File: src/rtl/memory_access_pkg.sv
// rtl/memory_access_pkg.sv - shared types for the memory-access pipeline stage
package memory_access_pkg;

  typedef enum logic [1:0] {
    MEM_BYTE     = 2'd0,
    MEM_HALF     = 2'd1,
    MEM_WORD     = 2'd2,
    MEM_WORD_ALT = 2'd3
  } MemAccessWidth;

  typedef enum logic {
    MEM_IDLE = 1'b0,
    MEM_WAIT = 1'b1
  } MemState;

  localparam int RD_CTRL_WE_BIT = 6;

  typedef struct packed {
    logic [31:0]   pc;
    logic [31:0]   addr;
    logic [31:0]   wdata;
    MemAccessWidth width;
    logic          is_load;
    logic          is_store;
    logic          is_unsigned;
    logic [6:0]    rd_ctrl;
  } MemoryAccessStagePipeReg;

  typedef struct packed {
    logic [31:0] pc;
    logic [6:0]  rd_ctrl;
    logic [31:0] data;
  } WriteBackStagePipeReg;

  function automatic logic is_misaligned(input MemAccessWidth w, input logic [1:0] lo);
    case (w)
      MEM_BYTE: return 1'b0;
      MEM_HALF: return lo[0];
      default:  return lo != 2'b00;
    endcase
  endfunction

endpackage

File: src/rtl/memory_access_load_store_aligner.sv
// rtl/memory_access_load_store_aligner.sv - store lane placement and load extraction/extension
module load_store_aligner
  import memory_access_pkg::*;
(
  input  logic [1:0]    i_addr_lo,
  input  MemAccessWidth i_width,
  input  logic          i_unsigned,
  input  logic [31:0]   i_wdata,
  input  logic [31:0]   i_rdata,
  output logic [3:0]    o_byte_en,
  output logic [31:0]   o_wdata,
  output logic [31:0]   o_rdata
);

  logic [31:0] w_shifted;

  assign w_shifted = i_rdata >> {i_addr_lo, 3'b000};

  always_comb begin
    o_byte_en = 4'b1111;
    o_wdata   = i_wdata;
    o_rdata   = w_shifted;
    case (i_width)
      MEM_BYTE: begin
        o_byte_en = 4'b0001 << i_addr_lo;
        o_wdata   = {4{i_wdata[7:0]}};
        o_rdata   = i_unsigned ? {24'd0, w_shifted[7:0]}
                               : {{24{w_shifted[7]}}, w_shifted[7:0]};
      end
      MEM_HALF: begin
        o_byte_en = i_addr_lo[1] ? 4'b1100 : 4'b0011;
        o_wdata   = {2{i_wdata[15:0]}};
        o_rdata   = i_unsigned ? {16'd0, w_shifted[15:0]}
                               : {{16{w_shifted[15]}}, w_shifted[15:0]};
      end
      default: ;
    endcase
  end

endmodule

File: src/rtl/memory_access.sv
// rtl/memory_access.sv - memory-access stage: issues data-memory requests, waits for ack, writes back
module memory_access
  import memory_access_pkg::*;
#(
  parameter int DMEM_TIMEOUT = 16
) (
  input  logic        clk,
  input  logic        rst,
  input  logic [31:0] exPc,
  input  logic [31:0] exAluResult,
  input  logic [31:0] exWData,
  input  logic [1:0]  exMemAccessWidth,
  input  logic        exIsLoad,
  input  logic        exIsStore,
  input  logic        exIsLoadUnsigned,
  input  logic [6:0]  exRdCtrl,
  output logic        dmemReq,
  output logic        dmemWe,
  output logic [31:0] dmemAddr,
  output logic [3:0]  dmemByteEn,
  output logic [31:0] dmemWData,
  input  logic        dmemAck,
  input  logic [31:0] dmemRData,
  output logic        stall,
  output logic        misaligned,
  output logic        busError,
  output logic [31:0] wbPc,
  output logic [6:0]  wbRdCtrl,
  output logic [31:0] wbData
);

  localparam int CW = $clog2(DMEM_TIMEOUT + 1);
  localparam logic [CW-1:0] LIMIT = CW'(DMEM_TIMEOUT - 1);

  MemState                 r_state;
  logic [CW-1:0]           r_cnt;
  MemoryAccessStagePipeReg r_req;
  WriteBackStagePipeReg    r_wb;
  logic                    r_misaligned;
  logic                    r_bus_error;

  MemoryAccessStagePipeReg w_ex;
  logic                    w_is_mem;
  logic                    w_misaligned;
  logic                    w_in_wait;
  logic [3:0]              w_byte_en;
  logic [31:0]             w_wdata;
  logic [31:0]             w_load_data;

  assign w_ex = '{pc: exPc, addr: exAluResult, wdata: exWData,
                  width: MemAccessWidth'(exMemAccessWidth), is_load: exIsLoad,
                  is_store: exIsStore, is_unsigned: exIsLoadUnsigned, rd_ctrl: exRdCtrl};
  assign w_is_mem     = exIsLoad | exIsStore;
  assign w_misaligned = is_misaligned(w_ex.width, exAluResult[1:0]);
  assign w_in_wait    = (r_state == MEM_WAIT);

  load_store_aligner u_aligner (
    .i_addr_lo  (r_req.addr[1:0]),
    .i_width    (r_req.width),
    .i_unsigned (r_req.is_unsigned),
    .i_wdata    (r_req.wdata),
    .i_rdata    (dmemRData),
    .o_byte_en  (w_byte_en),
    .o_wdata    (w_wdata),
    .o_rdata    (w_load_data)
  );

  // The request bus is driven purely from the latched access, so it is quiet in IDLE and after reset.
  assign dmemReq    = w_in_wait;
  assign dmemWe     = w_in_wait & r_req.is_store;
  assign dmemAddr   = w_in_wait ? {r_req.addr[31:2], 2'b00} : 32'd0;
  assign dmemByteEn = w_in_wait ? w_byte_en : 4'd0;
  assign dmemWData  = w_in_wait ? w_wdata : 32'd0;

  always_comb begin
    stall = 1'b0;
    if (w_in_wait) stall = ~dmemAck;
    else           stall = w_is_mem & ~w_misaligned;
  end

  assign misaligned = r_misaligned;
  assign busError   = r_bus_error;
  assign wbPc       = r_wb.pc;
  assign wbRdCtrl   = r_wb.rd_ctrl;
  assign wbData     = r_wb.data;

  always_ff @(negedge clk) begin
    if (!rst) begin
      r_state      <= MEM_IDLE;
      r_cnt        <= '0;
      r_req        <= '0;
      r_wb         <= '0;
      r_misaligned <= 1'b0;
      r_bus_error  <= 1'b0;
    end else begin
      r_misaligned <= 1'b0;
      r_bus_error  <= 1'b0;
      case (r_state)
        MEM_IDLE: begin
          r_wb.pc      <= exPc;
          r_wb.rd_ctrl <= exRdCtrl;
          r_wb.data    <= exAluResult;
          if (w_is_mem) begin
            r_wb.rd_ctrl[RD_CTRL_WE_BIT] <= 1'b0;
            if (w_misaligned) begin
              r_misaligned <= 1'b1;
            end else begin
              r_req   <= w_ex;
              r_cnt   <= '0;
              r_state <= MEM_WAIT;
            end
          end
        end
        MEM_WAIT: begin
          if (dmemAck) begin
            r_wb.pc      <= r_req.pc;
            r_wb.rd_ctrl <= r_req.rd_ctrl;
            r_wb.data    <= r_req.is_load ? w_load_data : r_req.addr;
            if (r_req.is_store) r_wb.rd_ctrl[RD_CTRL_WE_BIT] <= 1'b0;
            r_state <= MEM_IDLE;
          end else if (r_cnt == LIMIT) begin
            r_wb.rd_ctrl[RD_CTRL_WE_BIT] <= 1'b0;
            r_bus_error <= 1'b1;
            r_state     <= MEM_IDLE;
          end else begin
            r_wb.rd_ctrl[RD_CTRL_WE_BIT] <= 1'b0;
            r_cnt <= r_cnt + CW'(1);
          end
        end
        default: r_state <= MEM_IDLE;
      endcase
    end
  end

endmodule

File: config.mk
export PLATFORM = sky130hd
export DESIGN_NAME = memory_access
export DESIGN_NICKNAME = d
export VERILOG_FILES = /design/src/rtl/memory_access_pkg.sv /design/src/rtl/memory_access_load_store_aligner.sv /design/src/rtl/memory_access.sv
export SDC_FILE = /design/constraint.sdc
export NUM_CORES = 1
export LEC_CHECK = 0
export ABC_AREA = 1
export CAP_MARGIN = 30
export CORE_MARGIN = 3
export CORE_UTILIZATION = 40
export DETAILED_ROUTE_END_ITERATION = 10
export GPL_TIMING_DRIVEN = 1
export HOLD_SLACK_MARGIN = 0.12
export PLACE_DENSITY = 0.7
export SLEW_MARGIN = 25
export SYNTH_ARGS = -nofsm -noshare
export SYNTH_HDL_FRONTEND = slang
export SYNTH_HIERARCHICAL = 1
export SYNTH_SLANG_ARGS = --single-unit
File: constraint.sdc
create_clock -name clk -period 3.3 [get_ports clk]
set_input_delay 0.33 -clock clk [delete_from_list [all_inputs] [get_ports clk]]
set_output_delay 0.33 -clock clk [all_outputs]
set_load 0.05 [all_outputs]
==> metrics.md, run 1 <==
| Metric | Value |
|---|---|
| Slew Limit Headroom | 42.2% |
| Pwr Density | 514 mW/mm² |
| Worst reg-to-reg setup slack | 1.31 ns |
| R2R depth | 9 |
| CP Launch Point | r_req[11] |
| Vias per inst | 4.94 |
| Worst-path clk slew | 0.03 ns |
| Total power draw | 7850 µW |
| FF-to-FF End | wbData[20] |
| Die Area | 0.0254 mm² |
| Via count of the first global-routing pass | 11135 |
| Critical path buffers and inverters | 3 |
| Fin Hold WS | 0.477 ns |
| Drt pass-1 iters | 5 |
| Drt initial violations | 713 |
| Wire per inst | 15.7 µm |
| Mapped Avg Cell Area | 6.43 µm² |
| Fin Clk Skew | 0.0300 ns |
| Leak Pwr | 0.00793 µW |
| Slowest cell on the critical path | dfxtp_4 |
| Slew @ Worst Pin | 0.868 ns |
| Seq cells post-synth | 187 |
| Fillers | 1939 |
| Via Count | 11185 |
| Distinct cells, synth | 33 |
| Initial antenna violation count | 4 |
| Num rows | 55 |
| Clk Latency, worst-skew pair | 0.48 ns |
| Ports | 287 |
| CTS tree | yes |
| Hold WC Path Type | reg -> reg |
| CP Capture Type | output port |
| Most used cell, CP | nand2_2 |
| Chip Height | 159 µm |
| Port-buffer cells | 284 |
| CTS Buf Count | 17 |
| Yosys warns | 6 |
| Clock Tree Buf Depth | 2 |
| Final hold vios | 0 |
| Slew Viols, Final | 0 |
| Worst hold path depth | 2 |
| Die width | 159 µm |
| Setup violators final | 69 |
| Post-Synthesis Cell Area | 0.00939 mm² |
| Ys flop type | dfxtp_1 |
| Max IR drop VDD | 0.328 mV |
| Max Cap Violations | 0 |
| Final WL | 35400 µm |
| Crit-path leading delay family | simple AND/OR/NAND/NOR gates |
| Reg-to-Reg Start | r_req[45] |
| CTS Hold Bufs | 0 |
| Async set or reset register ratio after synthesis | 0% |
| Critical Path AT | 3.21 ns |
| CP peak stage delay | 0.38 ns |
| Post-Syn Instances | 1460 |
| Fin Setup TNS | -9.64 ns |
| Critical path cell sequence | nor2_8 > inv_8 > nand2_2 > nand2_1 > nand2_2 > clkinvlp_4 > buf_12 |
| Number of H-tree levels | 4 |
| Share of layout cells above drive strength 1 | 22.9% |
| # nets final | 2077 |
| CP endpoint | dmemWData[11] |
| Largest net degree at the start of global routing | 75 |
| CP required | 2.97 ns |
| Post-synth EDFFs | 0 |
| Routed Antenna Nets | 0 |
| Crit Path Max Fanout | 8 |
| Failing checks | negative setup slack |
| Initial Utilization | 41.1% |
| Clk sinks | 187 |
| Final critical-path setup slack | -0.240 ns |
| Drt drc | 0 |
| Total congestion overflow | 0 |
| Sequential fraction of the synthesis area | 39.9% |
| WS Path Type | reg -> out |
| Dpl hpwl | 22400 µm |
| WP depth | 7 |
| Core area | 0.0228 mm² |
| Gr usage total | 26.9% |
| Sequential standard cell area | 0.00375 mm² |
| Area of the multi-input gates | 0.00486 mm² |
| Area Overhead vs Synth | 62.7% |
| Placer Congestion | 0.899 |
| RSZ-0062 raised after global routing | yes |
| Outcome | finished, violations left |
| Clk root buf | clkbuf_16 |
| Worst setup SP type | register |
| First-pass GRT wire length | 55400 µm |
==> worst reg2reg max path, delay by kind of cell (launching register included) <==
| family | cells | cell delay [ns] |
|---|---|---|
| buffers and inverters | 2 | 0.40 |
| flip-flops | 1 | 0.34 |
| AND/OR/NAND/NOR | 5 | 0.97 |
| AO/OA/AOI/OAI | 2 | 0.22 |
==> layer usage <==
metal	GRT usage [%]	vias to the layer above	part of all wire [%]
met4	13.8	0	3.1
met3	10.3	80	8.9
li1	-	5468	-
met5	0	-	0
met2	43.4	544	48
met1	31.1	5093	40
==> kinds of logic after synthesis <==
| group | count (synthesis) | synth area share, % |
|---|---|---|
| AO/OA/AOI/OAI | 200 | 11.3 |
| other | 1 | 0.0399 |
| adder cells (fa/ha/maj) | 2 | 0.266 |
| AND/OR/NAND/NOR | 832 | 36.5 |
| buffers and inverters | 238 | 12.0 |
| flip-flops | 187 | 39.9 |
==> layout by cell type (no fill, tap or decap), types with 30 or more instances in the layout <==
cell	netlist	final
nand3_1	63	59
dfxtp_1	187	184
inv_1	126	244
o21ai_0	136	131
nand2_4	4	30
inv_2	6	42
nand2_2	12	47
a31oi_1	33	33
buf_4	17	122
buf_12	2	75
nor2_1	292	291
nand2_1	432	371
clkdlybuf4s50_1	0	141
==> report_power, final <==
| part | switching [µW] | internal [µW] |
|---|---|---|
| clock | 1760 | 1360 |
| sequential | 167 | 2480 |
| combinational | 1240 | 852 |
==> worst min path at each step <==
stage,startpoint,to,slack [ns]
floorplan,r_req[6],wbRdCtrl[6],0.44
global placement,r_req[6],wbRdCtrl[6],0.45
detailed placement,r_req[6],wbRdCtrl[6],0.47
CTS,r_req[90],r_req[90],0.48
global route,r_req[6],wbRdCtrl[6],0.49
finish,r_req[103],r_req[103],0.48
==> registers in the layout (all words and copies together) (netlist names) <==
name	flops
r_req	108
wbData	32
wbPc	32
wbRdCtrl	7
r_cnt	5
busError	1
dmemReq	1
misaligned	1
==> synthesized netlist by cell type (12+ instances only) <==
cell type / n / area [µm²]
buf_4: 17 / 128
dfxtp_1: 187 / 3740
buf_2: 38 / 190
o21ai_1: 15 / 75.1
o21ai_0: 136 / 681
nand3_1: 63 / 315
nand3_2: 15 / 150
a31oi_1: 33 / 206
nor2_1: 292 / 1100
buf_6: 12 / 135
inv_1: 126 / 473
clkbuf_1: 33 / 124
nand2_1: 432 / 1620
nand2_2: 12 / 75.1
==> metrics by stage <==
step / utilization [%] / cells / area (µm²) / setup slack [ns]
finish: 66.9 / 2262 / 15300 / -0.240
global route: 66.9 / 2262 / 15300 / -0.300
CTS: 65.7 / 2252 / 15000 / -0.222
detailed placement: 57.1 / 2013 / 13000 / -0.312
global placement: 57.1 / 2013 / 13000 / -0.279
floorplan: - / 1461 / 9480 / 0.0216
==> timing repair <==
item,in CTS,in global routing
resized for setup,159,54
gates cloned,8,4
pin swaps,21,14
hold endpoints to repair,0,0
setup endpoints to repair,69,123
setup buffers,14,4
==> cell type report <==
type | instances | share of cell area, %
antenna | 4 | 0.0655
clock buffer | 17 | 2.78
clock inverter | 202 | 5.85
inverter | 132 | 4.00
multi-input combinational | 1038 | 31.8
sequential | 187 | 24.6
tap | 313 | 2.56
timing repair buffer | 369 | 28.4
No activity file was read; power rests on OpenSTA's default activity.
==> run 2: changes to the inputs <==
--- a/config.mk
+++ b/config.mk
@@ -6,13 +6,13 @@
 export NUM_CORES = 1
 export LEC_CHECK = 0
 export ABC_AREA = 1
-export CAP_MARGIN = 30
+export CAP_MARGIN = 20
 export CORE_MARGIN = 3
-export CORE_UTILIZATION = 40
+export CORE_UTILIZATION = 39
 export DETAILED_ROUTE_END_ITERATION = 10
 export GPL_TIMING_DRIVEN = 1
 export HOLD_SLACK_MARGIN = 0.12
-export PLACE_DENSITY = 0.7
+export PLACE_DENSITY = 0.69
 export SLEW_MARGIN = 25
 export SYNTH_ARGS = -nofsm -noshare
 export SYNTH_HDL_FRONTEND = slang
==> run 2 against run 1 <==
  * Power is 1.5% lower
  * Largest power group unchanged
  * First-iteration DRC count is 13% higher
  * Critical endpoint is now dmemWData[14]
  * Global-route usage is 1.3 points lower
  * Sequential power hardly changed
  * Final cell count is 0.62% lower
  * Design area hardly changed
  * Flip-flop and latch count stayed put
  * Register-to-register slack worse by 0.14 ns
  * The flow still finishes with violations (negative setup slack)
  * Die area is 2.5% higher
  * Highest routed layer is now met5
  * Sequential share of layout area hardly changed
  * Utilization is 2.0 points lower
==> metrics.md, run 2 (synthesis results as in run 1) <==
| Metric | Value |
|---|---|
| Worst setup SP type | register |
| Ports | 287 |
| Port-buffer cells | 284 |
| Drt initial violations | 807 |
| Post-Place Setup Slack | -0.286 ns |
| Num rows | 56 |
| Fin Setup TNS | -11.62 ns |
| Most common cell after layout, fill and taps aside | nand2_1 |
| Clk Latency, worst-skew pair | 0.48 ns |
| CP Capture Type | output port |
| CTS Hold Bufs | 0 |
| Slowest cell on the critical path | dfxtp_4 |
| Fin Hold WS | 0.463 ns |
| Area of the multi-input gates | 0.00498 mm² |
| First-pass GRT wire length | 53800 µm |
| Fin util | 64.9% |
| Core area | 0.0235 mm² |
| Leak Pwr | 0.00803 µW |
| Hold WC Path Type | reg -> reg |
| Area Overhead vs Synth | 62.7% |
| Pwr Density | 506 mW/mm² |
| CTS Buf Count | 17 |
| Slew Limit Headroom | 33.1% |
| Wire per inst | 15.4 µm |
| Drt pass-1 iters | 6 |
| Drt drc | 0 |
| Max FFs per register | 108 |
| Vias per inst | 4.94 |
| Clk sinks | 187 |
| Largest net degree at the start of global routing | 89 |
| Share of layout cells above drive strength 1 | 23.2% |
| CTS tree | yes |
| Chip Height | 161 µm |
| RSZ-0062 raised after global routing | yes |
| CP required | 2.97 ns |
| Final critical-path setup slack | -0.249 ns |
| R2R depth | 10 |
| Slew @ Worst Pin | 1.00 ns |
| Fillers | 2081 |
| Placer Congestion | 0.900 |
| Max IR drop VDD | 0.366 mV |
| Via Count | 11097 |
| Initial Utilization | 39.9% |
| Die width | 161 µm |
| Gr usage total | 25.6% |
| Final hold vios | 0 |
| Clk root buf | clkbuf_16 |
| Setup violators final | 69 |
| Outcome | finished, violations left |
| Max Cap Violations | 0 |
| WS Path Type | reg -> out |
| Routed Antenna Nets | 0 |
| Critical path cell sequence | nor2_8 > inv_6 > nand2_1 > nand2_1 > nand2_2 > clkinvlp_4 > buf_12 |
| Critical Path AT | 3.22 ns |
| Initial antenna violation count | 2 |
| Worst-path clk slew | 0.03 ns |
| Final WL | 34700 µm |
| Via count of the first global-routing pass | 10996 |
| Most used cell, CP | nand2_1 |
| Clock Tree Buf Depth | 2 |
| Commonest non-fill, non-tap cells in the layout | nand2_1 (356), nor2_1 (291), inv_1 (245) |
| Slew Viols, Final | 0 |
| Failing checks | negative setup slack |
| Crit Path Max Fanout | 8 |
| Biggest register | r_req |
| CP peak stage delay | 0.38 ns |
| Number of H-tree levels | 4 |
| Fin Clk Skew | 0.0273 ns |
| Total congestion overflow | 0 |
| Sequential standard cell area | 0.00376 mm² |
| Worst hold path depth | 2 |
| # nets final | 2060 |
| Dpl hpwl | 22300 µm |
| Die Area | 0.0260 mm² |
-- run 2: cell types whose count changed in the layout (fill, tap and decap cells not counted), moves of 3 or more --
cell / previous run / this run
clkinv_8: 1 / 6
nand2_4: 30 / 44
buf_4: 122 / 105
inv_12: 5 / 2
inv_2: 42 / 30
o21ai_1: 20 / 17
inv_4: 11 / 22
inv_8: 4 / 1
buf_12: 75 / 72
nand2_1: 371 / 356
-- run 2: cell type report --
type                            count  area share, %
Tap cell                          319           2.61
Antenna cell                        2         0.0327
Sequential cell                   187           24.6
Multi-Input combinational cell   1037           32.6
Timing Repair Buffer              353           27.4
Clock inverter                    201           5.80
Clock buffer                       17           2.78
Inverter                          132           4.16
-- run 2: power breakdown --
part	switching, µW	internal, µW
Clock	1670	1330
Sequential	181	2480
Combinational	1230	836
Total	3080	4650
-- run 2: per-stage QoR --
step / cell area [µm²] / power, µW / std cells
3_5_place_dp: 12900 / 4840 / 2005
4_1_cts: 14700 / 7720 / 2238
6_report: 15300 / 7730 / 2248
2_1_floorplan: 9480 / 4140 / 1461
5_1_grt: 15300 / 8280 / 2247
3_3_place_gp: 12900 / 4820 / 2005
-- run 2: repair_timing --
action                     in CTS  in global routing
buffers inserted               11                  5
pin swaps                       8                 28
setup endpoints to repair      69                 70
cloned                          6                  3
resized for setup             113                143
-- run 2: path summary, 6_finish.rpt --
| path | start | slack (ns) | endpoint |
|---|---|---|---|
| setup / recovery | r_req[10] | -0.25 | dmemWData[14] |
| hold / removal | r_req[6] | 0.46 | wbRdCtrl[6] |
| setup reg to reg | r_req[45] | 1.17 | wbData[25] |
| hold reg to reg | r_req[6] | 0.46 | wbRdCtrl[6] |
-- run 2: worst max-delay path, delay by kind of cell (launching register included) --
family | cells | cell delay [ns]
buf+inv | 3 | 0.32
simple gates | 4 | 0.41
flops | 1 | 0.38
-- run 2: per-layer routing --
layer	track usage (%)	wire length, µm	vias to the layer above
li1	-	-	5439
met2	40.8	16700	474
met3	9.13	2730	58
met5	0	17	-
met4	13.0	981	2
met1	30.4	14200	5124
